[src/rtl/keypad_scanner.sv]
`default_nettype none
// keypad_scanner: 4x4 matrix keypad scanner with column synchroniser,
// per-key debounce, release detection and a valid/ack key-code handshake.
module keypad_scanner #(
  parameter int ROW_DWELL    = 100000,
  parameter int DEBOUNCE_CNT = 20
) (
  input  logic       clk,
  input  logic       reset,
  output logic [3:0] row,
  input  logic [3:0] col,
  output logic [3:0] key_code,
  output logic       key_valid,
  input  logic       key_ack,
  output logic       key_down,
  output logic       key_overrun
);

  localparam int DW = $clog2(ROW_DWELL);
  localparam int CW = $clog2(DEBOUNCE_CNT + 1);
  localparam logic [DW-1:0] DWELL_LAST = DW'(ROW_DWELL - 1);
  localparam logic [CW-1:0] CNT_MAX    = CW'(DEBOUNCE_CNT);
  localparam logic [CW-1:0] CNT_ONE    = CW'(1);

  typedef enum logic [1:0] {
    SCAN     = 2'd0,
    DEBOUNCE = 2'd1,
    HELD     = 2'd2
  } state_t;

  state_t        state, state_nxt;
  logic [3:0]    col_meta, col_sync;
  logic [DW-1:0] dwell_cnt;
  logic          dwell_end;
  logic [1:0]    row_idx, row_idx_nxt;
  logic [1:0]    cand_col, cand_col_nxt;
  logic [CW-1:0] deb_cnt, deb_cnt_nxt;
  logic [CW-1:0] rel_cnt, rel_cnt_nxt;
  logic [3:0]    code_nxt;
  logic          valid_nxt, down_nxt, overrun_nxt;
  logic          accept;
  logic [1:0]    low_col;
  logic          cand_level;

  // Column synchroniser and free-running dwell counter.
  always_ff @(posedge clk) begin
    if (reset) begin
      col_meta  <= 4'b1111;
      col_sync  <= 4'b1111;
      dwell_cnt <= '0;
    end else begin
      col_meta  <= col;
      col_sync  <= col_meta;
      dwell_cnt <= (dwell_cnt == DWELL_LAST) ? '0 : dwell_cnt + DW'(1);
    end
  end

  assign dwell_end  = (dwell_cnt == DWELL_LAST);
  assign cand_level = col_sync[cand_col];
  assign row        = ~(4'b0001 << row_idx);

  always_comb begin
    low_col = 2'd0;
    if (!col_sync[0])      low_col = 2'd0;
    else if (!col_sync[1]) low_col = 2'd1;
    else if (!col_sync[2]) low_col = 2'd2;
    else if (!col_sync[3]) low_col = 2'd3;
  end

  always_ff @(posedge clk) begin
    if (reset) begin
      state       <= SCAN;
      row_idx     <= 2'd0;
      cand_col    <= 2'd0;
      deb_cnt     <= '0;
      rel_cnt     <= '0;
      key_code    <= 4'd0;
      key_valid   <= 1'b0;
      key_down    <= 1'b0;
      key_overrun <= 1'b0;
    end else begin
      state       <= state_nxt;
      row_idx     <= row_idx_nxt;
      cand_col    <= cand_col_nxt;
      deb_cnt     <= deb_cnt_nxt;
      rel_cnt     <= rel_cnt_nxt;
      key_code    <= code_nxt;
      key_valid   <= valid_nxt;
      key_down    <= down_nxt;
      key_overrun <= overrun_nxt;
    end
  end

  always_comb begin
    state_nxt    = state;
    row_idx_nxt  = row_idx;
    cand_col_nxt = cand_col;
    deb_cnt_nxt  = deb_cnt;
    rel_cnt_nxt  = rel_cnt;
    down_nxt     = key_down;
    accept       = 1'b0;

    case (state)
      SCAN: begin
        if (dwell_end) begin
          if (col_sync == 4'b1111) begin
            row_idx_nxt = row_idx + 2'd1;
          end else begin
            // The detection sample is the first debounce sample.
            cand_col_nxt = low_col;
            deb_cnt_nxt  = CNT_ONE;
            state_nxt    = DEBOUNCE;
            if (CNT_ONE == CNT_MAX) accept = 1'b1;
          end
        end
      end
      DEBOUNCE: begin
        if (dwell_end) begin
          if (!cand_level) begin
            deb_cnt_nxt = deb_cnt + CNT_ONE;
            if (deb_cnt + CNT_ONE == CNT_MAX) accept = 1'b1;
          end else begin
            row_idx_nxt = row_idx + 2'd1;
            state_nxt   = SCAN;
          end
        end
      end
      HELD: begin
        if (dwell_end) begin
          if (cand_level) begin
            rel_cnt_nxt = rel_cnt + CNT_ONE;
            if (rel_cnt + CNT_ONE == CNT_MAX) begin
              down_nxt    = 1'b0;
              row_idx_nxt = row_idx + 2'd1;
              state_nxt   = SCAN;
            end
          end else begin
            rel_cnt_nxt = '0;
          end
        end
      end
      default: state_nxt = SCAN;
    endcase

    if (accept) begin
      state_nxt   = HELD;
      rel_cnt_nxt = '0;
      down_nxt    = 1'b1;
    end
  end

  // Acceptance takes priority over a same-edge acknowledge.
  always_comb begin
    code_nxt    = key_code;
    valid_nxt   = key_valid;
    overrun_nxt = 1'b0;
    if (accept) begin
      code_nxt    = {row_idx, cand_col_nxt};
      valid_nxt   = 1'b1;
      overrun_nxt = key_valid && !key_ack;
    end else if (key_ack) begin
      valid_nxt = 1'b0;
    end
  end

endmodule
`default_nettype wire

[config.mk]
export PLATFORM = sky130hd
export DESIGN_NAME = keypad_scanner
export DESIGN_NICKNAME = d
export VERILOG_FILES = /design/src/rtl/keypad_scanner.sv
export SDC_FILE = /design/constraint.sdc
export NUM_CORES = 1
export LEC_CHECK = 0
export CAP_MARGIN = 30
export CORE_ASPECT_RATIO = 0.6
export CORE_UTILIZATION = 45
export DETAILED_ROUTE_END_ITERATION = 10
export GPL_TIMING_DRIVEN = 0
export SLEW_MARGIN = 20
export SYNTH_ARGS = -nofsm -noshare
export SYNTH_HDL_FRONTEND = slang
export SYNTH_SLANG_ARGS = --single-unit
[constraint.sdc]
create_clock -name clk -period 2.65 [get_ports clk]
set_clock_uncertainty 0.05 [all_clocks]
set_input_delay 0.795 -clock clk [delete_from_list [all_inputs] [get_ports clk]]
set_output_delay 0.795 -clock clk [all_outputs]
set_load 0.05 [all_outputs]
==> results of run 1 <==
==> registers in the layout, summed over array words and instances (netlist names) <==
register	count
key_code	4
key_overrun	1
deb_cnt	5
rel_cnt	5
dwell_cnt	17
key_down	1
cand_col	2
state	2
col_meta	4
key_valid	1
row_idx	2
col_sync	4
==> layer usage <==
layer	share of wire, %	vias to the layer above
met4	0.35	0
met1	59	780
li1	-	879
met5	0	-
met3	5.4	2
met2	35	39
==> path summary, 6_finish.rpt <==
kind                  to  slack (ns)
min reg2reg  col_sync[3]        0.36
max reg2reg   row_idx[0]        0.39
min          col_sync[3]        0.36
max               row[3]        0.11
==> synthesized netlist by cell type (all sizes together) (4+ instances only) <==
cell type | count | area [µm²]
nor2 | 32 | 123
o21ai | 9 | 45.0
buf | 4 | 20.0
a21oi | 16 | 80.1
xnor2 | 6 | 52.6
nand4 | 5 | 31.3
nand2 | 13 | 48.8
nor3 | 5 | 25.0
clkbuf | 4 | 15.0
dfxtp | 48 | 961
nand2b | 7 | 46.3
xor2 | 7 | 61.3
and4 | 4 | 35.0
mux2i | 5 | 50.1
a211oi | 4 | 30.0
or2 | 10 | 62.6
inv | 15 | 56.3
or3 | 7 | 48.8
ha | 7 | 87.6
nand3 | 8 | 40.0
==> logic make-up after synthesis <==
group	count (synthesis)
adders and majority gates	7
buffers and inverters	23
xor gates and xnor gates	13
muxes	7
and+or+nand+nor	107
AOI/OAI and AO/OA	37
DFF	48
==> per-stage QoR <==
stage	std cells	instance area [µm²]
2_1_floorplan	242	2150
3_3_place_gp	321	2390
3_5_place_dp	321	2390
4_1_cts	329	2480
5_1_grt	329	2480
6_report	329	2480
==> worst register-to-register path: cells and delay by family (launching register included) <==
kind	cells	cell delay [ns]
and+or+nand+nor	2	0.81
DFF	1	0.40
AOI/OAI and AO/OA	1	0.52
muxes	1	0.37
==> final cells by class <==
type / count / area, µm² / area share, %
well taps: 63 / 78.8 / 3.18
plain buffers: 8 / 35.0 / 1.41
flip-flops and latches: 48 / 961 / 38.8
multi-input cells: 171 / 1100 / 44.3
clock buffers: 6 / 82.6 / 3.33
inverters: 15 / 56.3 / 2.27
clock inverters: 2 / 10.0 / 0.404
repair buffers: 16 / 156 / 6.31
==> report_power, final <==
part           switching (W)  leakage (nW)   total, W  internal, W
clock               0.000237        0.0510   0.000445     0.000209
combinational      0.0000254         0.443  0.0000467    0.0000213
sequential        0.00000568         0.389   0.000736     0.000730
==> repair_timing <==
item,CTS,global route
setup endpoints to repair,3,0
buffers inserted,0,0
resized for setup,3,0
==> reports/summary.log, run 1 <==
[global_route] overall fraction of global-route tracks in use 18.5%
[worst_setup_path] critical-path maximum fanout 5
[detailed_routing] Starting DRT DRC Count 104
[sta] Least-Margin Pin Slew 0.523 ns
[status] result of the run completed
[worst_setup_path] cell family contributing the most delay on the critical path buffers and inverters
[synthesis] area share of and/or/nand/nor cells after synthesis 27.4%
[worst_setup_path] type of element launching the critical path register
[sta] crit path setup slack, layout 0.106 ns
[detailed_routing] average via count per standard cell 5.17
[worst_setup_path] cells traversed along the worst timing path ha_1, inv_1, clkdlybuf4s50_1
[global_route] overflow left after global routing 0
[detailed_routing] drt drc 0
[cells_and_area] net total in the final layout 279
[detailed_routing] final routed wirelength across all metal layers 4270 µm
[worst_setup_path] critical path depth 3
[floorplanning] Boundary Pins 18
[worst_setup_path] Critical path buffers and inverters 2
[synthesis] synthesized area divided by synthesized cell count 8.89 µm²
[synthesis] flip-flop cell with the highest count after synthesis dfxtp_1
[sta] Relative slew margins 65.0%
[worst_setup_path] worst path required time 1.81 ns
[cells_and_area] number of inserted filler cells in the final layout 416
[clock_network] number of buffers created by CTS 5
[global_route] met2 Track Usage GR 22.4%
[clock_network] Worst-Skew Late Latency 0.29 ns
[sta] final setup violating endpoints 0
[place] worst setup slack before clock tree synthesis 0.282 ns
[cells_and_area] proportion of layout cells with a drive suffix above 1 9.77%
[worst_setup_path] Critical Path AT 1.70 ns
[synthesis] Post-Synth XOR/XNOR Area 5.29%
[detailed_routing] per-cell routed wire length 13.0 µm
[floorplanning] die area 5070 µm²
[synthesis] gate count after technology mapping 242
[clock_network] clock root buffer master clkbuf_8
[power] power per unit of standard cell area 495 nW/µm²
[worst_setup_path] classification of the worst setup path reg -> out
[floorplanning] Vert. Die Dim 55.6 µm
[global_route] wire length of the first global-routing pass 7370 µm
[sta] Final Slew Violations 0
[detailed_routing] number of nets with antenna violations after detailed routing 0
[worst_setup_path] r2r startpoint dwell_cnt[15]
[sta] fraction of the cycle the final worst path needs 96.0%
[floorplanning] total number of placement rows 19
[worst_setup_path] depth of the worst register-to-register path 4
[place] Final Wtd Congestion 0.804
[synthesis] FF+latch count, synth 48
[sta] hold violation total from the final report 0
[power] overall power consumption 0.00123 W
[global_route] number of antenna violations at the first check in global routing 0
[detailed_routing] count of TritonRoute iterations in the first routing pass 4
[sta] minimum clock period 2.54 ns
[floorplanning] Chip Width 91.3 µm
[cells_and_area] commonest non-fill, non-tap cells in the layout dfxtp_1, nor2_1, a21oi_1
[flow_run] maximum capacitance violations 0
[synthesis] largest family of logic cells by synthesized area simple AND/OR/NAND/NOR gates
[floorplanning] Core Region 4590 µm²
[synthesis] synth warn 0
[synthesis] Synth async-reset ratio 0%
[clock_network] CTS hold repair buffers 0
[power] VDD IR max 294 µV
[synthesis] count of different cell masters after synthesis 43
[clock_network] number of buffers between clock root and the deepest sink 2
[clock_network] TritonCTS clock tree built
[global_route] Top Usage Layer GRT met1
[worst_setup_path] endpoint kind of the worst setup timing path output pin
[cells_and_area] most common cell after layout, fill and taps aside dfxtp_1
[place] number of port buffers 16
[sta] hold_ws 0.361 ns
[sta] summed negative setup slack over all endpoints 0 ns
[global_route] met3 layer usage reported by global route 4.55%
[worst_setup_path] Slowest Stage Delay on Critical Path 0.79 ns
[cells_and_area] final core utilization 54.0%
[sta] maximum clock frequency 0.393 GHz
[synthesis] Syn Std Cell Area 2150 µm²
[synthesis] Compound-Gate Fraction of Synth Area 10.4%
[global_route] met1 track demand over resource 31.2%
[sta] RSZ-0062 raised after global routing no
[synthesis] share of synthesized area occupied by flip-flops and latches 44.7%
[synthesis] number of flops mapped to enable cells by yosys 0
[power] reported leakage power 0.883 nW
[worst_setup_path] source of the critical timing path row_idx[0]
[synthesis] Post-Synth Adder-Cell Area 4.07%
[min_path] Worst Min Path Start col_meta[3]
[min_path] worst hold-check path type reg -> reg
[global_route] via count of the first global-routing pass 1498
[detailed_routing] total via count in the routed design 1700
[cells_and_area] antenna diode instance count 0
[synthesis] synthesized net count 256
[floorplanning] Initial Utilization 46.9%
[synthesis] proportion of synthesized area in mux cells 3.90%
[worst_setup_path] library cell contributing the largest single delay on the critical path clkdlybuf4s50_1
[clock_network] H-Tree Level Count 2
[clock_network] clock slew at reported path FFs 0.09 ns
[clock_network] clock sinks 48
[place] sum of net half-perimeters after detailed placement 3120 µm
[global_route] largest net degree at the start of global routing 15
[cells_and_area] relative area change from synthesis to final layout 15.2%
[min_path] Hold Crit Depth 1
Note: power is estimated with default switching activity, not from simulation.
==> run 2, diff against run 1 <==
- ABC_AREA: default -> 1
==> run 2 against run 1 <==
Effect of this change:
- combinational power is 20% higher
- utilization is 2.0 points higher
- area after synthesis is 8.0% higher
- maximum frequency is 0.31% lower
- sequential power hardly changed
- critical path depth stayed put
- largest power group unchanged
- highest routed layer unchanged
==> reports/summary.log, run 2 <==
[synthesis] Syn Std Cell Area 2320 µm²
[detailed_routing] final routed wirelength across all metal layers 4750 µm
[synthesis] Synth async-reset ratio 0%
[place] Final Wtd Congestion 0.798
[power] power per unit of standard cell area 470 nW/µm²
[floorplanning] Core Region 4750 µm²
[sta] RSZ-0062 raised after global routing no
[synthesis] top cells by instance count after synthesis nand2_1, dfxtp_1, nor2_1
[clock_network] TritonCTS clock tree built
[worst_setup_path] Critical Path AT 1.71 ns
[detailed_routing] total via count in the routed design 1999
[min_path] worst hold-check path type reg -> reg
[synthesis] dominant cell type by area after synthesis dfxtp_1
[cells_and_area] most common cell after layout, fill and taps aside nand2_1
[synthesis] synthesized area divided by synthesized cell count 7.10 µm²
[floorplanning] Initial Utilization 48.8%
[cells_and_area] number of inserted filler cells in the final layout 493
[clock_network] count of cells resized by post-cts repair 3
[sta] maximum clock frequency 0.392 GHz
[cells_and_area] Multi-input gate area 1200 µm²
[floorplanning] Vert. Die Dim 57.6 µm
[cells_and_area] Register Area 961 µm²
[cells_and_area] commonest non-fill, non-tap cells in the layout nand2_1, dfxtp_1, nor2_1
[synthesis] dominant cell by count in the synthesized netlist nand2_1
[worst_setup_path] capturing point of the worst reg2reg path key_down
[detailed_routing] per-cell routed wire length 11.4 µm
[detailed_routing] count of TritonRoute iterations in the first routing pass 4
[worst_setup_path] Slowest Stage Delay on Critical Path 0.78 ns
[worst_setup_path] worst path required time 1.81 ns
[power] VDD IR max 289 µV
[synthesis] synthesized net count 341
[min_path] Hold Crit Depth 1
[clock_network] clock slew at reported path FFs 0.09 ns
[clock_network] clock root buffer master clkbuf_8
[status] result of the run completed
[cells_and_area] final core utilization 56.0%
[global_route] overall fraction of global-route tracks in use 19.9%
[clock_network] clock sinks 48
[floorplanning] die area 5460 µm²
[synthesis] share of synthesized area occupied by flip-flops and latches 41.4%
[sta] Final Slew Violations 0
[floorplanning] Boundary Pins 18
[worst_setup_path] critical-path maximum fanout 5
[place] sum of net half-perimeters after detailed placement 3660 µm
[sta] hold violation total from the final report 0
[cells_and_area] relative area change from synthesis to final layout 14.6%
[cells_and_area] register name with the most flops dwell_cnt
[clock_network] Worst-Skew Late Latency 0.30 ns
[worst_setup_path] cells traversed along the worst timing path ha_1, inv_1, clkdlybuf4s50_1
[global_route] overflow left after global routing 0
[sta] summed negative setup slack over all endpoints 0 ns
[global_route] via count of the first global-routing pass 1742
[synthesis] most area-consuming cells after synthesis dfxtp_1, nand2_1, nor2_1
[clock_network] H-Tree Level Count 2
[place] worst setup slack before clock tree synthesis 0.254 ns
[synthesis] FF+latch count, synth 48
[clock_network] number of buffers between clock root and the deepest sink 2
[clock_network] number of setup buffers added after CTS 0
[detailed_routing] number of nets with antenna violations after detailed routing 0
[detailed_routing] Starting DRT DRC Count 75
[sta] minimum clock period 2.55 ns
[worst_setup_path] type of element launching the critical path register
[cells_and_area] proportion of layout cells with a drive suffix above 1 9.38%
[sta] Relative slew margins 62.2%
[global_route] number of antenna violations at the first check in global routing 0
[worst_setup_path] Register-to-Register Setup Slack 0.86 ns
[global_route] wire length of the first global-routing pass 8270 µm
[sta] Least-Margin Pin Slew 0.562 ns
[worst_setup_path] source of the critical timing path row_idx[0]
[sta] fraction of the cycle the final worst path needs 96.3%
[clock_network] number of buffers created by CTS 5
[place] number of port buffers 17
[cells_and_area] antenna diode instance count 0
[cells_and_area] net total in the final layout 365
[worst_setup_path] r2r startpoint dwell_cnt[0]
[floorplanning] Chip Width 94.7 µm
[worst_setup_path] depth of the worst register-to-register path 9
[power] reported leakage power 1.08 nW
[flow_run] maximum capacitance violations 0
[worst_setup_path] classification of the worst setup path reg -> out
[min_path] capture endpoint of the worst hold path col_sync[1]
[synthesis] gate count after technology mapping 327
[sta] final setup violating endpoints 0
[synthesis] synth warn 0
[synthesis] share of the synthesized area in the top cell type 41.4%
[synthesis] number of flops mapped to enable cells by yosys 0
[floorplanning] total number of placement rows 19
[sta] crit path setup slack, layout 0.0979 ns
[cells_and_area] Regs by FF count dwell_cnt: 17 flops, deb_cnt: 5 flops, rel_cnt: 5 flops
[global_route] largest net degree at the start of global routing 15
[worst_setup_path] library cell contributing the largest single delay on the critical path clkdlybuf4s50_1
[worst_setup_path] endpoint kind of the worst setup timing path output pin
[detailed_routing] drt drc 0
[synthesis] flip-flop cell with the highest count after synthesis dfxtp_1
[synthesis] count of different cell masters after synthesis 29
[cells_and_area] number of flip-flops in the largest register 17
[detailed_routing] average via count per standard cell 4.82
[clock_network] CTS hold repair buffers 0
[min_path] Worst Min Path Start col_meta[1]
## run 2: cell types whose count changed after synthesis, sizes merged, moves of 5 or more
cell    before  now
nand2       13   85
nand2b       7    0
nor2        32   50
nand3        8   32
or3          7    0
inv         15   40
mux2i        5    0
## run 2: layer usage
metal | track usage [%] | share of wire, %
met1 | 31.8 | 59
met2 | 25.3 | 35
met3 | 4.72 | 4.4
met4 | 7.14 | 1.4
met5 | 0 | 0
## run 2: cell type report
type	count	area share (%)
Buffer	2	0.423
Clock buffer	7	3.24
Clock inverter	1	0.282
Inverter	40	5.64
Multi-Input combinational cell	237	45.1
Sequential cell	48	36.1
Tap cell	63	2.96
Timing Repair Buffer	17	6.25
## run 2: critical path: cells and delay by family, from the launching register on
kind,cells,cell delay [ns]
buf+inv,2,0.82
flops,1,0.37
fa+ha+maj,1,0.21
## run 2: worst max path at each step
stage,to,cells after the start,slack [ns]
detailed placement,row[0],4,0.25
CTS,row[3],3,0.08
global route,row[3],3,0.03
global placement,row[0],4,0.25
floorplan,row[0],3,0.87
finish,row[3],3,0.1
## run 2: metrics by stage
| step | hold slack [ns] | cell area [µm²] | instances | total power [W] |
|---|---|---|---|---|
| 2_1_floorplan | 0.339 | 2320 | 327 | 0.000786 |
| 3_3_place_gp | 0.341 | 2570 | 407 | 0.000808 |
| 3_5_place_dp | 0.344 | 2570 | 407 | 0.000808 |
| 4_1_cts | 0.366 | 2660 | 415 | 0.00127 |
| 5_1_grt | 0.379 | 2660 | 415 | 0.00131 |
| 6_report | 0.363 | 2660 | 415 | 0.00125 |
## run 2: cell families (layout without fill, tap and decap cells)
kind of cell	count (synthesis)	in the layout	synth area share [%]
flip-flops	48	48	41.4
buffers and inverters	42	67	6.95
AND/OR/NAND/NOR	196	196	39.4
adder cells (fa/ha/maj)	7	7	3.77
XOR/XNOR	5	5	1.89
AO/OA/AOI/OAI	29	29	6.57
## run 2: report_power, final
group / leakage [nW] / total (W) / internal [W] / switching (W)
logic: 0.643 / 0.0000560 / 0.0000216 / 0.0000344
registers: 0.389 / 0.000735 / 0.000730 / 0.00000507
clock network: 0.0445 / 0.000459 / 0.000212 / 0.000247
total: 1.08 / 0.00125 / 0.000964 / 0.000286
==> run 3, diff against run 2 <==
- GPL_TIMING_DRIVEN: 0 -> default
==> run 3 against run 2 <==
Effect of this change:
- worst hold slack about the same
- die area unchanged
- final area rose by 0.94%
- worst setup slack gained 0.010 ns
- via count up 0.10%
- total power rose by 9.8%
- critical path depth did not move
- maximum frequency up 0.40%
- clock-buffer cell count stayed put
- non-clock buffer count decreased by 1
- critical path type unchanged
- largest cell class unchanged
- largest power group unchanged
==> reports/summary.log, run 3 (synthesis gave the netlist of run 2 again) <==
[sta] RSZ-0062 raised after global routing no
[worst_setup_path] cell family contributing the most delay on the critical path buffers and inverters
[place] sum of net half-perimeters after detailed placement 3650 µm
[place] Final Wtd Congestion 0.782
[worst_setup_path] endpoint kind of the worst setup timing path output pin
[floorplanning] die area 5460 µm²
[floorplanning] Boundary Pins 18
[cells_and_area] Regs by FF count dwell_cnt: 17 flops, deb_cnt: 5 flops, rel_cnt: 5 flops
[cells_and_area] register name with the most flops dwell_cnt
[floorplanning] total number of placement rows 19
[global_route] largest net degree at the start of global routing 18
[worst_setup_path] cells traversed along the worst timing path ha_1, inv_1, clkdlybuf4s50_1
[sta] summed negative setup slack over all endpoints 0 ns
[global_route] wire length of the first global-routing pass 7850 µm
[clock_network] H-Tree Level Count 2
[detailed_routing] per-cell routed wire length 11.5 µm
[worst_setup_path] critical path capture point row[3]
[cells_and_area] number of inserted filler cells in the final layout 459
[detailed_routing] count of TritonRoute iterations in the first routing pass 4
[cells_and_area] antenna diode instance count 0
[power] reported leakage power 1.10 nW
[floorplanning] Core Region 4750 µm²
[cells_and_area] most common cell after layout, fill and taps aside nand2_1
[worst_setup_path] Slowest Stage Delay on Critical Path 0.78 ns
[place] number of port buffers 17
[cells_and_area] final std cells w/o fill 414
[detailed_routing] drt drc 0
[place] # placed instances 406
[power] overall power consumption 0.00137 W
[power] VDD IR max 395 µV
[cells_and_area] relative area change from synthesis to final layout 15.7%
[floorplanning] Chip Width 94.7 µm
[clock_network] number of setup buffers added after CTS 0
[cells_and_area] number of flip-flops in the largest register 17
[clock_network] clock slew at reported path FFs 0.09 ns
[worst_setup_path] critical-path maximum fanout 5
[global_route] overflow left after global routing 0
[worst_setup_path] Critical Path AT 1.70 ns
[clock_network] TritonCTS clock tree built
[sta] minimum clock period 2.54 ns
[sta] maximum clock frequency 0.393 GHz
[clock_network] number of buffers created by CTS 5
[sta] fraction of the cycle the final worst path needs 95.9%
[worst_setup_path] worst path required time 1.81 ns
[cells_and_area] proportion of layout cells with a drive suffix above 1 10.5%
[clock_network] number of buffers between clock root and the deepest sink 2
[worst_setup_path] critical path depth 3
[global_route] via count of the first global-routing pass 1611
[detailed_routing] Starting DRT DRC Count 122
[worst_setup_path] r2r startpoint dwell_cnt[0]
[clock_network] clock sinks 48
[clock_network] Worst-Skew Late Latency 0.30 ns
[worst_setup_path] type of element launching the critical path register
[detailed_routing] average via count per standard cell 4.83
[floorplanning] Vert. Die Dim 57.6 µm
[min_path] worst hold-check path type reg -> reg
[flow_run] maximum capacitance violations 0
[clock_network] count of cells resized by post-cts repair 0
[cells_and_area] net total in the final layout 364
[sta] Relative slew margins 66.7%
[sta] final setup violating endpoints 0
[power] power per unit of standard cell area 511 nW/µm²
[status] result of the run completed
[sta] Least-Margin Pin Slew 0.498 ns
[cells_and_area] commonest non-fill, non-tap cells in the layout nand2_1, dfxtp_1, nor2_1
[worst_setup_path] depth of the worst register-to-register path 10
[floorplanning] Initial Utilization 48.8%
[sta] hold_ws 0.364 ns
[place] placed instance area 2560 µm²
[worst_setup_path] source of the critical timing path row_idx[0]
[global_route] number of antenna violations at the first check in global routing 0
[worst_setup_path] Register-to-Register Setup Slack 0.83 ns
[global_route] overall fraction of global-route tracks in use 19.0%
[worst_setup_path] Critical path buffers and inverters 2
[sta] Final Slew Violations 0
[worst_setup_path] classification of the worst setup path reg -> out
[detailed_routing] number of nets with antenna violations after detailed routing 0
[clock_network] CTS hold repair buffers 0
[worst_setup_path] capturing point of the worst reg2reg path dwell_cnt[16]
[detailed_routing] final routed wirelength across all metal layers 4740 µm
[sta] hold violation total from the final report 0
[worst_setup_path] library cell contributing the largest single delay on the critical path clkdlybuf4s50_1
[clock_network] clock root buffer master clkbuf_8
[cells_and_area] post-layout instance area 2690 µm²
[detailed_routing] total via count in the routed design 2001
run 3: cell types whose count changed in the layout (fill, tap and decap cells not counted):
cell,change
buf_4,+3
dlygate4sd2_1,-3
clkbuf_1,-2
clkinvlp_4,-1
bufinv_16,+1
clkbuf_8,+1
run 3: metrics by stage:
stage	worst slack (ns)	util, %
floorplan	0.868	-
global placement	0.448	53.8
detailed placement	0.437	53.8
CTS	0.0909	56.5
global route	0.0457	56.5
finish	0.108	56.5
run 3: final cells by class:
cell class | instances | area, µm² | share of cell area, %
Tap cell | 63 | 78.8 | 2.93
Timing Repair Buffer | 18 | 170 | 6.33
Inverter | 40 | 150 | 5.59
Sequential cell | 48 | 961 | 35.8
Clock inverter | 1 | 30.0 | 1.12
Clock buffer | 7 | 96.3 | 3.59
Multi-Input combinational cell | 237 | 1200 | 44.7
run 3: report_power, final:
part | switching (W) | internal, W | leakage [nW]
Clock | 0.000249 | 0.000333 | 0.0645
Sequential | 0.00000522 | 0.000730 | 0.389
Combinational | 0.0000337 | 0.0000214 | 0.643
Total | 0.000288 | 0.00108 | 1.10
run 3: worst min-delay path by stage:
stage / from / end / slack (ns) / depth (start not counted)
6_report: col_meta[2] / col_sync[2] / 0.36 / 1
5_1_grt: col_meta[2] / col_sync[2] / 0.38 / 1
4_1_cts: col_meta[2] / col_sync[2] / 0.37 / 1
3_5_place_dp: col_meta[2] / col_sync[2] / 0.35 / 1
3_3_place_gp: col_meta[1] / col_sync[1] / 0.34 / 1
2_1_floorplan: col_meta[0] / col_sync[0] / 0.34 / 1
run 3: metal layers:
| layer | routed length [µm] | vias up | part of all wire, % | global-route usage [%] |
|---|---|---|---|---|
| met5 | 0 | - | 0 | 0 |
| met4 | 23 | 0 | 0.48 | 4.55 |
| met3 | 209 | 4 | 4.4 | 4.72 |
| met2 | 1680 | 43 | 35 | 23.1 |
| met1 | 2840 | 870 | 60 | 32.0 |
| li1 | - | 1084 | - | - |
